[config.mk]
export PLATFORM = sky130hd
export DESIGN_NAME = qam_mod_mixer_flat
export DESIGN_NICKNAME = d
export VERILOG_FILES = /design/src/rtl/qam_mod_mixer_if.sv /design/src/rtl/qam_mod_mixer.sv /design/src/flat_wrapper.sv
export SDC_FILE = /design/constraint.sdc
export NUM_CORES = 1
export LEC_CHECK = 0
export CORE_ASPECT_RATIO = 1.1
export CORE_MARGIN = 1
export CORE_UTILIZATION = 29
export CTS_CLUSTER_SIZE = 12
export DETAILED_ROUTE_END_ITERATION = 10
export DONT_BUFFER_PORTS = 1
export SYNTH_ARGS = -nofsm -noshare
export SYNTH_HDL_FRONTEND = slang
export SYNTH_SLANG_ARGS = --single-unit
[constraint.sdc]
create_clock -name axi_clk -period 4.98 [get_ports axi_clk]
set_input_delay 0.498 -clock axi_clk [delete_from_list [all_inputs] [get_ports axi_clk]]
set_output_delay 0.498 -clock axi_clk [all_outputs]
set_load 0.05 [all_outputs]
[src/rtl/qam_mod_mixer_if.sv]
// Symbol, carrier and modulated-output handshakes of the QAM mixer, plus the
// run-time mode select and level-error reporting.
interface qam_mod_mixer_if #(
    parameter int CW    = 8,
    parameter int LW    = 4,
    parameter int OUT_W = 10
);
    logic [1:0]              cfg_mode;
    logic                    sym_valid;
    logic                    sym_ready;
    logic signed [LW-1:0]    sym_i;
    logic signed [LW-1:0]    sym_q;
    logic                    cor_valid;
    logic                    cor_ready;
    logic signed [CW-1:0]    sin;
    logic signed [CW-1:0]    cos;
    logic                    qam_valid;
    logic                    qam_ready;
    logic signed [OUT_W-1:0] qam_out;
    logic                    qam_sat;
    logic                    err_level;
    logic [7:0]              err_cnt;
    logic                    err_clr;

    modport slave (
        input  cfg_mode, sym_valid, sym_i, sym_q, cor_valid, sin, cos,
               qam_ready, err_clr,
        output sym_ready, cor_ready, qam_valid, qam_out, qam_sat,
               err_level, err_cnt
    );

    modport master (
        output cfg_mode, sym_valid, sym_i, sym_q, cor_valid, sin, cos,
               qam_ready, err_clr,
        input  sym_ready, cor_ready, qam_valid, qam_out, qam_sat,
               err_level, err_cnt
    );
endinterface

[src/rtl/qam_mod_mixer.sv]
// Three-stage QAM mixer: qam_out = I*cos - Q*sin with level checking,
// rounding/saturation and valid/ready flow control on all streams.
module qam_mod_mixer #(
    parameter int CW    = 8,
    parameter int LW    = 4,
    parameter int OUT_W = 10,
    parameter int SHIFT = 0
) (
    input  logic           axi_clk,
    input  logic           axi_rstn,
    qam_mod_mixer_if.slave bus
);
    localparam int PW  = CW + LW - 1;
    localparam int FW  = CW + LW;
    localparam int LW1 = LW + 1;
    localparam int EW  = (OUT_W >= FW + 1) ? OUT_W + 1 : FW + 1;
    localparam int RND = (1 << SHIFT) >> 1;
    localparam logic signed [EW-1:0] SAT_HI = EW'((64'sd1 <<< (OUT_W - 1)) - 64'sd1);
    localparam logic signed [EW-1:0] SAT_LO = ~SAT_HI;

    // Odd and within the constellation's magnitude limit; mode 3 rejects all.
    function automatic logic lvl_ok(input logic signed [LW-1:0] lvl,
                                    input logic [1:0] mode);
        logic signed [LW:0] w;
        logic signed [LW:0] mag;
        logic signed [LW:0] lim;
        w   = LW1'(lvl);
        mag = (w < 0) ? -w : w;
        case (mode)
            2'd0:    lim = LW1'(1);
            2'd1:    lim = LW1'(3);
            2'd2:    lim = LW1'(7);
            default: lim = '0;
        endcase
        return lvl[0] && (mag <= lim);
    endfunction

    function automatic logic [OUT_W:0] round_sat(input logic signed [FW-1:0] sum);
        logic signed [EW-1:0] x;
        x = (EW'(sum) + EW'(RND)) >>> SHIFT;
        if (x > SAT_HI)
            return {1'b1, SAT_HI[OUT_W-1:0]};
        else if (x < SAT_LO)
            return {1'b1, SAT_LO[OUT_W-1:0]};
        return {1'b0, x[OUT_W-1:0]};
    endfunction

    logic vld_p0, vld_p1, vld_p2;
    logic ld_p0, ld_p1, ld_p2, s1_free, fire;
    logic ok_i, ok_q, err_hit;

    logic signed [LW-1:0]    i_p0, nq_p0;
    logic signed [CW-1:0]    cos_p0, sin_p0;
    logic signed [PW-1:0]    p_i_p1, p_q_p1;
    logic signed [OUT_W-1:0] out_p2;
    logic                    sat_p2;
    logic [7:0]              err_cnt_r;
    logic                    err_level_r;

    assign ld_p2   = !vld_p2 || bus.qam_ready;
    assign ld_p1   = !vld_p1 || ld_p2;
    assign ld_p0   = !vld_p0 || ld_p1;
    // Ready is held off while reset is asserted, not just after it.
    assign s1_free = axi_rstn && ld_p0;
    assign fire    = bus.sym_valid && bus.cor_valid && s1_free;

    assign bus.sym_ready = s1_free && bus.cor_valid;
    assign bus.cor_ready = s1_free && bus.sym_valid;

    assign ok_i    = lvl_ok(bus.sym_i, bus.cfg_mode);
    assign ok_q    = lvl_ok(bus.sym_q, bus.cfg_mode);
    assign err_hit = fire && !(ok_i && ok_q);

    always_ff @(posedge axi_clk or negedge axi_rstn) begin
        if (!axi_rstn) begin
            vld_p0 <= 1'b0;
            vld_p1 <= 1'b0;
            vld_p2 <= 1'b0;
        end else begin
            if (ld_p0) vld_p0 <= fire;
            if (ld_p1) vld_p1 <= vld_p0;
            if (ld_p2) vld_p2 <= vld_p1;
        end
    end

    // S1: decoded levels (invalid channel forced to 0), Q pre-negated
    always_ff @(posedge axi_clk) begin
        if (fire) begin
            i_p0   <= ok_i ? bus.sym_i : '0;
            nq_p0  <= ok_q ? -bus.sym_q : '0;
            cos_p0 <= bus.cos;
            sin_p0 <= bus.sin;
        end
    end

    // S2: partial products
    always_ff @(posedge axi_clk) begin
        if (ld_p1 && vld_p0) begin
            p_i_p1 <= PW'(i_p0) * PW'(cos_p0);
            p_q_p1 <= PW'(nq_p0) * PW'(sin_p0);
        end
    end

    // S3: sum, round, saturate into the output register
    always_ff @(posedge axi_clk or negedge axi_rstn) begin
        if (!axi_rstn) begin
            out_p2 <= '0;
            sat_p2 <= 1'b0;
        end else if (ld_p2 && vld_p1) begin
            {sat_p2, out_p2} <= round_sat(FW'(p_i_p1) + FW'(p_q_p1));
        end
    end

    // A clear coinciding with an error leaves exactly that one error counted.
    always_ff @(posedge axi_clk or negedge axi_rstn) begin
        if (!axi_rstn) begin
            err_cnt_r   <= '0;
            err_level_r <= 1'b0;
        end else if (err_hit) begin
            err_cnt_r   <= bus.err_clr ? 8'd1 :
                           (err_cnt_r == 8'hFF) ? 8'hFF : err_cnt_r + 8'd1;
            err_level_r <= 1'b1;
        end else if (bus.err_clr) begin
            err_cnt_r   <= '0;
            err_level_r <= 1'b0;
        end
    end

    assign bus.qam_valid = vld_p2;
    assign bus.qam_out   = out_p2;
    assign bus.qam_sat   = sat_p2;
    assign bus.err_cnt   = err_cnt_r;
    assign bus.err_level = err_level_r;
endmodule

[src/flat_wrapper.sv]
// flat-port wrapper written by rule: the top's interface ports become plain ports
module qam_mod_mixer_flat 
#(
    parameter int CW    = 8,
    parameter int LW    = 4,
    parameter int OUT_W = 10,
    parameter int SHIFT = 0
)
  (axi_clk, axi_rstn, bus_cfg_mode, bus_sym_valid, bus_sym_i, bus_sym_q, bus_cor_valid, bus_sin, bus_cos, bus_qam_ready, bus_err_clr, bus_sym_ready, bus_cor_ready, bus_qam_valid, bus_qam_out, bus_qam_sat, bus_err_level, bus_err_cnt);
  qam_mod_mixer_if #(.CW(CW), .LW(LW), .OUT_W(OUT_W)) bus_i ();
  input  logic axi_clk;
  input  logic axi_rstn;
  input wire logic [$bits(bus_i.cfg_mode)-1:0] bus_cfg_mode;
  input wire logic [$bits(bus_i.sym_valid)-1:0] bus_sym_valid;
  input wire logic [$bits(bus_i.sym_i)-1:0] bus_sym_i;
  input wire logic [$bits(bus_i.sym_q)-1:0] bus_sym_q;
  input wire logic [$bits(bus_i.cor_valid)-1:0] bus_cor_valid;
  input wire logic [$bits(bus_i.sin)-1:0] bus_sin;
  input wire logic [$bits(bus_i.cos)-1:0] bus_cos;
  input wire logic [$bits(bus_i.qam_ready)-1:0] bus_qam_ready;
  input wire logic [$bits(bus_i.err_clr)-1:0] bus_err_clr;
  output wire logic [$bits(bus_i.sym_ready)-1:0] bus_sym_ready;
  output wire logic [$bits(bus_i.cor_ready)-1:0] bus_cor_ready;
  output wire logic [$bits(bus_i.qam_valid)-1:0] bus_qam_valid;
  output wire logic [$bits(bus_i.qam_out)-1:0] bus_qam_out;
  output wire logic [$bits(bus_i.qam_sat)-1:0] bus_qam_sat;
  output wire logic [$bits(bus_i.err_level)-1:0] bus_err_level;
  output wire logic [$bits(bus_i.err_cnt)-1:0] bus_err_cnt;
  assign bus_i.cfg_mode = bus_cfg_mode;
  assign bus_i.sym_valid = bus_sym_valid;
  assign bus_i.sym_i = bus_sym_i;
  assign bus_i.sym_q = bus_sym_q;
  assign bus_i.cor_valid = bus_cor_valid;
  assign bus_i.sin = bus_sin;
  assign bus_i.cos = bus_cos;
  assign bus_i.qam_ready = bus_qam_ready;
  assign bus_i.err_clr = bus_err_clr;
  assign bus_sym_ready = bus_i.sym_ready;
  assign bus_cor_ready = bus_i.cor_ready;
  assign bus_qam_valid = bus_i.qam_valid;
  assign bus_qam_out = bus_i.qam_out;
  assign bus_qam_sat = bus_i.qam_sat;
  assign bus_err_level = bus_i.err_level;
  assign bus_err_cnt = bus_i.err_cnt;
  qam_mod_mixer #(.CW(CW), .LW(LW), .OUT_W(OUT_W), .SHIFT(SHIFT)) u_core (.axi_clk(axi_clk), .axi_rstn(axi_rstn), .bus(bus_i));
endmodule
==> impl_metrics.py <==
metrics = {
    "outcome": {
        "status": "finished, final reports clean",
    },
    "die": {
        "die_y_um": 144,
        "die-area_um2": 19000,
        "rows": 51,
        "initial_core_util": 0.299,
        "core_um2": 17900,
        "die_w_um": 131,
        "io_pins": 55,
    },
    "drt": {
        "routedWlPerCell_um": 13.6,
        "route.met2.wl_um": 4860,
        "ant_nets": 0,
        "drc": 0,
        "wl_met1_um": 4710,
        "dr.pass1.iters": 4,
        "vias_per_cell": 4.76,
        "via_count": 3605,
        "top_layer_used": "met4",
        "wl_um": 10300,
        "wl_met3_um": 615,
        "drt_iter0_drc": 184,
    },
    "worst_hold_path": {
        "hp-class": "in -> reg",
        "hold_start": "bus_err_clr",
        "hold_path_depth": 1,
    },
    "yosys": {
        "netlist_instances": 510,
        "yosys.area.top_type_share": 0.258,
        "ys.warnings.count": 0,
        "synth-edff-count": 46,
        "synthArstFlopShare": 0.333,
        "ys_seq_area_frac": 0.366,
        "ys_ff_latch": 69,
        "synth_area_leaders": "edfxtp_1 26%, ha_1 13%, fa_1 12%",
        "synth_area_um2": 5350,
        "synth.distinct_cells": 51,
        "syn-num-nets": 632,
        "ys.flop_type": "edfxtp_1",
        "avgSynthCellArea_um2": 10.5,
        "synth_top_cell_by_area": "edfxtp_1",
    },
    "timing": {
        "rsz0062_at_grt": "false",
        "setup_violations": 0,
        "hold_viol": 0,
        "fin_crit_ps": 3760,
        "finalWorstSetupSlack_ps": 1220,
        "setup_tns_ps": 0,
        "max_slew.worst_pin.slew_ps": 908,
        "finClkSkew_ps": 8.65,
        "relSlewSlack": 0.395,
        "max_clock_freq_ghz": 0.266,
        "whs_ps": 221,
        "period_share": 0.755,
        "timing.final.max_slew_violations": 0,
    },
    "global_routing": {
        "antenna_found_initial": 1,
        "grt_max_degree": 24,
        "grt_pass1_wl_um": 17600,
        "grt_usage": 0.118,
        "gr-total-overflow": 0,
        "grt_pass1_vias": 3681,
    },
    "flow_run": {
        "maxCapViolations": 0,
    },
    "clock_tree": {
        "clk_pin_slew_ps": 60,
        "cts_root_buffer": "clkbuf_16",
        "clock_path_buffers": 2,
        "htree_num_levels": 3,
        "cts_buffers": 9,
        "clock_sinks": 69,
        "insertion_delay_ps": 340,
        "cts_tree": "built",
    },
    "worst_setup_path": {
        "cp_max_fo": 9,
        "criticalPathCategory": "reg -> reg",
        "crit_path_start_kind": "flop",
        "crit_required_ps": 5070,
        "worstPathArrival_ps": 3850,
        "ff2ff_path_depth": 14,
        "timing.rr.start": "u_core.nq_p0[2]",
        "critical_path.startpoint": "u_core.nq_p0[2]",
        "cp-end-kind": "flop",
    },
    "cells_and_area": {
        "syn_to_final_growth_pct": 11.1,
        "drive_gt1_frac": 0.0462,
        "final_core_utilization": 0.333,
        "final_nets": 637,
        "num_antenna_cells": 0,
    },
    "power": {
        "max-vdd-ir-drop_mv": 0.208,
        "powerDensity_nw_per_um2": 408,
        "power_mw": 2.42,
        "p_leak_nw": 2.53,
    },
    "placed_design": {
        "dp_hpwl_um": 8240,
        "io_buffers": 0,
        "place_ws_ps": 1250,
        "gp_congestion": 0.829,
    },
}
## power by group
part	internal, mW	switching (mW)	leakage, nW
combinational	0.375	0.456	1.69
sequential	0.731	0.213	0.698
clock	0.394	0.256	0.141
## cell type report
| type | count | area (um2) |
|---|---|---|
| fill | 1833 | 11900 |
| multi-input combinational | 374 | 3130 |
| sequential | 69 | 1960 |
| tap | 238 | 298 |
| clock buffer | 9 | 225 |
| inverter | 58 | 218 |
| clock inverter | 7 | 81.3 |
| timing repair buffer | 3 | 37.5 |
## cells in the mapped netlist (2+ instances only)
library cell,n
a2111oi_0,2
a211oi_1,11
a21o_1,7
a21oi_1,20
a311oi_1,4
a31oi_1,3
a41o_1,2
and2_1,38
and3_1,10
and4_1,2
clkbuf_1,6
dfrtp_1,23
edfxtp_1,46
fa_1,33
ha_1,57
inv_1,58
nand2_1,35
nand2b_1,14
nand3_1,11
nand4_1,4
nor2_1,34
nor2b_1,4
nor3_1,5
nor3b_1,3
o21a_1,3
o21ai_0,14
o21ai_1,2
o21bai_1,4
o311a_1,3
o31ai_1,2
or3_1,2
xnor2_1,26
xor2_1,4
## critical path: stages (launching register included)
cell and delay [ps]:
edfxtp_1 480, nand2_1 130, fa_1 490, fa_1 580, fa_1 420, inv_1 70, ha_1 160, inv_1 50
fa_1 400, inv_1 70, a21oi_1 60, o21bai_1 220, a21o_1 160, a21oi_1 70, xnor2_1 130
## placed cells by master (no fill, tap or decap), drive strengths merged, types with 4 or more instances in the layout
cell type,instances
edfxtp,46
dfrtp,23
and2,39
ha,57
o21bai,4
nor2,34
a211oi,12
clkbuf,9
nor2b,4
nor3,5
inv,61
nand2b,14
a21o,7
o21ai,17
xor2,4
nand3,11
a311oi,4
and3,10
nand4,4
fa,33
nand2,35
a21oi,20
xnor2,26
## kinds of logic (layout without fill, tap and decap cells)
kind of cell	after synthesis	count (layout)	synth area share
AOI/OAI and AO/OA	84	84	0.111
xor gates and xnor gates	30	30	0.0491
adders and majority gates	90	90	0.257
buffers and inverters	67	77	0.0494
DFF	69	69	0.366
muxes	1	1	0.00187
and+or+nand+nor	169	169	0.165
## final timing paths
check	endpoint	slack, ps
worst max-delay path	u_core.p_q_p1[9]	1220
worst min-delay path	u_core.bus.err_cnt[3]	220
worst max register to register	u_core.p_q_p1[9]	1220
worst min register to register	u_core.vld_p1	520
max in group asynchronous	u_core.bus.err_cnt[4]	4180
min in group asynchronous	u_core.vld_p0	650
## repair_timing
action                    4_1_cts  5_1_grt
resized for setup               0        0
hold buffers                    2        0
hold endpoints to repair       23        0
setup buffers                   0        0
## state kept, by name (all words and copies together) (netlist names), 4 cells and up
name and flops:
u_core.bus.qam_out 10, u_core.bus.err_cnt 8, u_core.cos_p0 8, u_core.nq_p0 4
u_core.i_p0 4, u_core.p_q_p1 11, u_core.p_i_p1 11, u_core.sin_p0 8
## layer usage
layer,GRT usage,vias up
met3,0.0438,8
met5,0,-
li1,-,1775
met4,0.0349,0
met1,0.145,1742
met2,0.193,80
## through the flow
stage | instances | instance area, um2
after global placement | 740 | 5610
final | 758 | 5940
after CTS | 758 | 5940
after floorplan | 510 | 5350
after detailed placement | 740 | 5610
after global routing | 758 | 5940
Note: power is estimated with default switching activity, not from simulation.
==> variant: new RTL, same flow settings <==
`LW` is set to 4 in 3 places; all go to 8.
--- a/src/rtl/qam_mod_mixer_if.sv
+++ b/src/rtl/qam_mod_mixer_if.sv
@@ -2,7 +2,7 @@
 // run-time mode select and level-error reporting.
 interface qam_mod_mixer_if #(
     parameter int CW    = 8,
-    parameter int LW    = 4,
+    parameter int LW    = 8,
     parameter int OUT_W = 10
 );
     logic [1:0]              cfg_mode;
--- a/src/rtl/qam_mod_mixer.sv
+++ b/src/rtl/qam_mod_mixer.sv
@@ -2,7 +2,7 @@
 // rounding/saturation and valid/ready flow control on all streams.
 module qam_mod_mixer #(
     parameter int CW    = 8,
-    parameter int LW    = 4,
+    parameter int LW    = 8,
     parameter int OUT_W = 10,
     parameter int SHIFT = 0
 ) (
--- a/src/flat_wrapper.sv
+++ b/src/flat_wrapper.sv
@@ -2,7 +2,7 @@
 module qam_mod_mixer_flat 
 #(
     parameter int CW    = 8,
-    parameter int LW    = 4,
+    parameter int LW    = 8,
     parameter int OUT_W = 10,
     parameter int SHIFT = 0
 )
Ports: changed (resized bus_sym_i and bus_sym_q); port bits go from 55 to 63. No check against the original RTL was run, so the function may have changed too.
==> variant against the original RTL <==
  * Clock power rose by 13%
  * Worst hold slack got worse by 0.0085 ns
  * Via count rose by 65%
  * Synthesized area rose by 71%
  * Power rose by 130%
  * Sequential cell count rose by 16
  * Global-route usage fell by 0.22 points
  * Critical endpoint is now u_core.p_i_p1[13]
  * Sequential share of layout area fell by 8.4 points
  * Routed wire length rose by 68%
  * Design area rose by 67%
  * Synthesized cell count rose by 81%
  * Worst setup slack got worse by 0.90 ns
==> variant: results (changes against the original RTL) <==
[sta]
slew_headroom_pct = 22.8  ; -17 points
setup_ws_ns = 0.317  ; -0.903 ns
skew_ns = 0.0103  ; +0.00163 ns
timing.hold.ws_ns = 0.213  ; -0.00846 ns

[cts]
ctsHoldBuffers = 1  ; -1
cts_buffer_depth = 2  ; unchanged

[hold_path]
hold_end = u_core.bus.err_cnt[4]
hold_class = in2reg

[worst_setup_path]
timing.rr.start = u_core.cos_p0[4]
rr_worst_depth = 17  ; +3
slowest_delay_ns = 0.54  ; -0.04 ns
timing.rr.end = u_core.p_i_p1[13]
crit_path_max_fanout = 8  ; -1

[route]
drtIter0Drc = 340  ; +85%
routed_wl_um = 17300  ; +68%
viasPerCell = 4.42  ; -7.0%
drt-met1-wl_um = 8530  ; +81%
highest_layer = met5

[synth]
synthCells = 923  ; +81%
synth-edff-count = 62  ; +35%
synthTopCellsByCount = inv_1 (182), fa_1 (105), and2_1 (101)
ys_types = 60  ; +18%
synthMuxAreaShare_pct = 0.549  ; +0.36 points
synth_xor_area_share_pct = 3.94  ; -0.98 points
async_flop_share_pct = 27.1  ; -6.3 points
syn_nets = 1149  ; +82%
synth_fa_ha_area_share_pct = 34.2  ; +8.5 points
synth_compound_area_share_pct = 8.85  ; -2.3 points
synthTopCellsByArea = fa_1 (23%), edfxtp_1 (20%), ha_1 (11%)
yosysSeqAreaShare_pct = 26.7  ; -9.9 points

[global_route]
grt_pass1_vias = 6081  ; +65%
gr-usage-all-layers_pct = 11.6  ; -0.22 points
grt_pass1_wl_um = 29700  ; +68%
antenna_found_initial = 2  ; +1
grt_max_degree = 33  ; +38%
grt_util_met1_pct = 15.9  ; +1.4 points
grtUsageMet3_pct = 2.85  ; -1.5 points
use_met2_pct = 17.9  ; -1.4 points

[placed_design]
dp_slack_ns = 0.278  ; -0.971 ns
placedCellCount = 1329  ; +80%
dp_hpwl_um = 14500  ; +76%
placed_cell_area_mm2 = 0.00960  ; +71%

[pwr]
leakagePower_nw = 4.41  ; +74%

[finish]
final_layout_size_suffix_gt1_share_pct = 3.54  ; -1.1 points

[outcome]
outcome = finished clean

## variant: changes by cell type in the layout (fill, tap and decap cells not counted), moves of 7 or more
| cell | unedited run | this run |
|---|---|---|
| ha_1 | 57 | 81 |
| nor3_1 | 5 | 15 |
| xnor2_1 | 26 | 34 |
| nor4_1 | 1 | 8 |
| a21oi_1 | 20 | 37 |
| and2_1 | 38 | 101 |
| nor2b_1 | 4 | 20 |
| inv_1 | 58 | 182 |
| a211oi_1 | 11 | 3 |
| edfxtp_1 | 46 | 62 |
| nand2_1 | 35 | 65 |
| fa_1 | 33 | 105 |
## variant: layout make-up
cell class / instances / area (um^2)
well taps: 414 / 518
multi-input cells: 645 / 5940
inverters: 182 / 683
fillers: 3249 / 20700
clock buffers: 9 / 225
flip-flops and latches: 85 / 2440
clock inverters: 7 / 97.6
repair buffers: 4 / 32.5
## variant: report_power, final
part	internal [mW]	leakage, nW	switching [mW]	total [mW]
sequential	1.06	0.825	0.255	1.32
combinational	1.56	3.43	1.99	3.55
clock	0.443	0.156	0.293	0.736
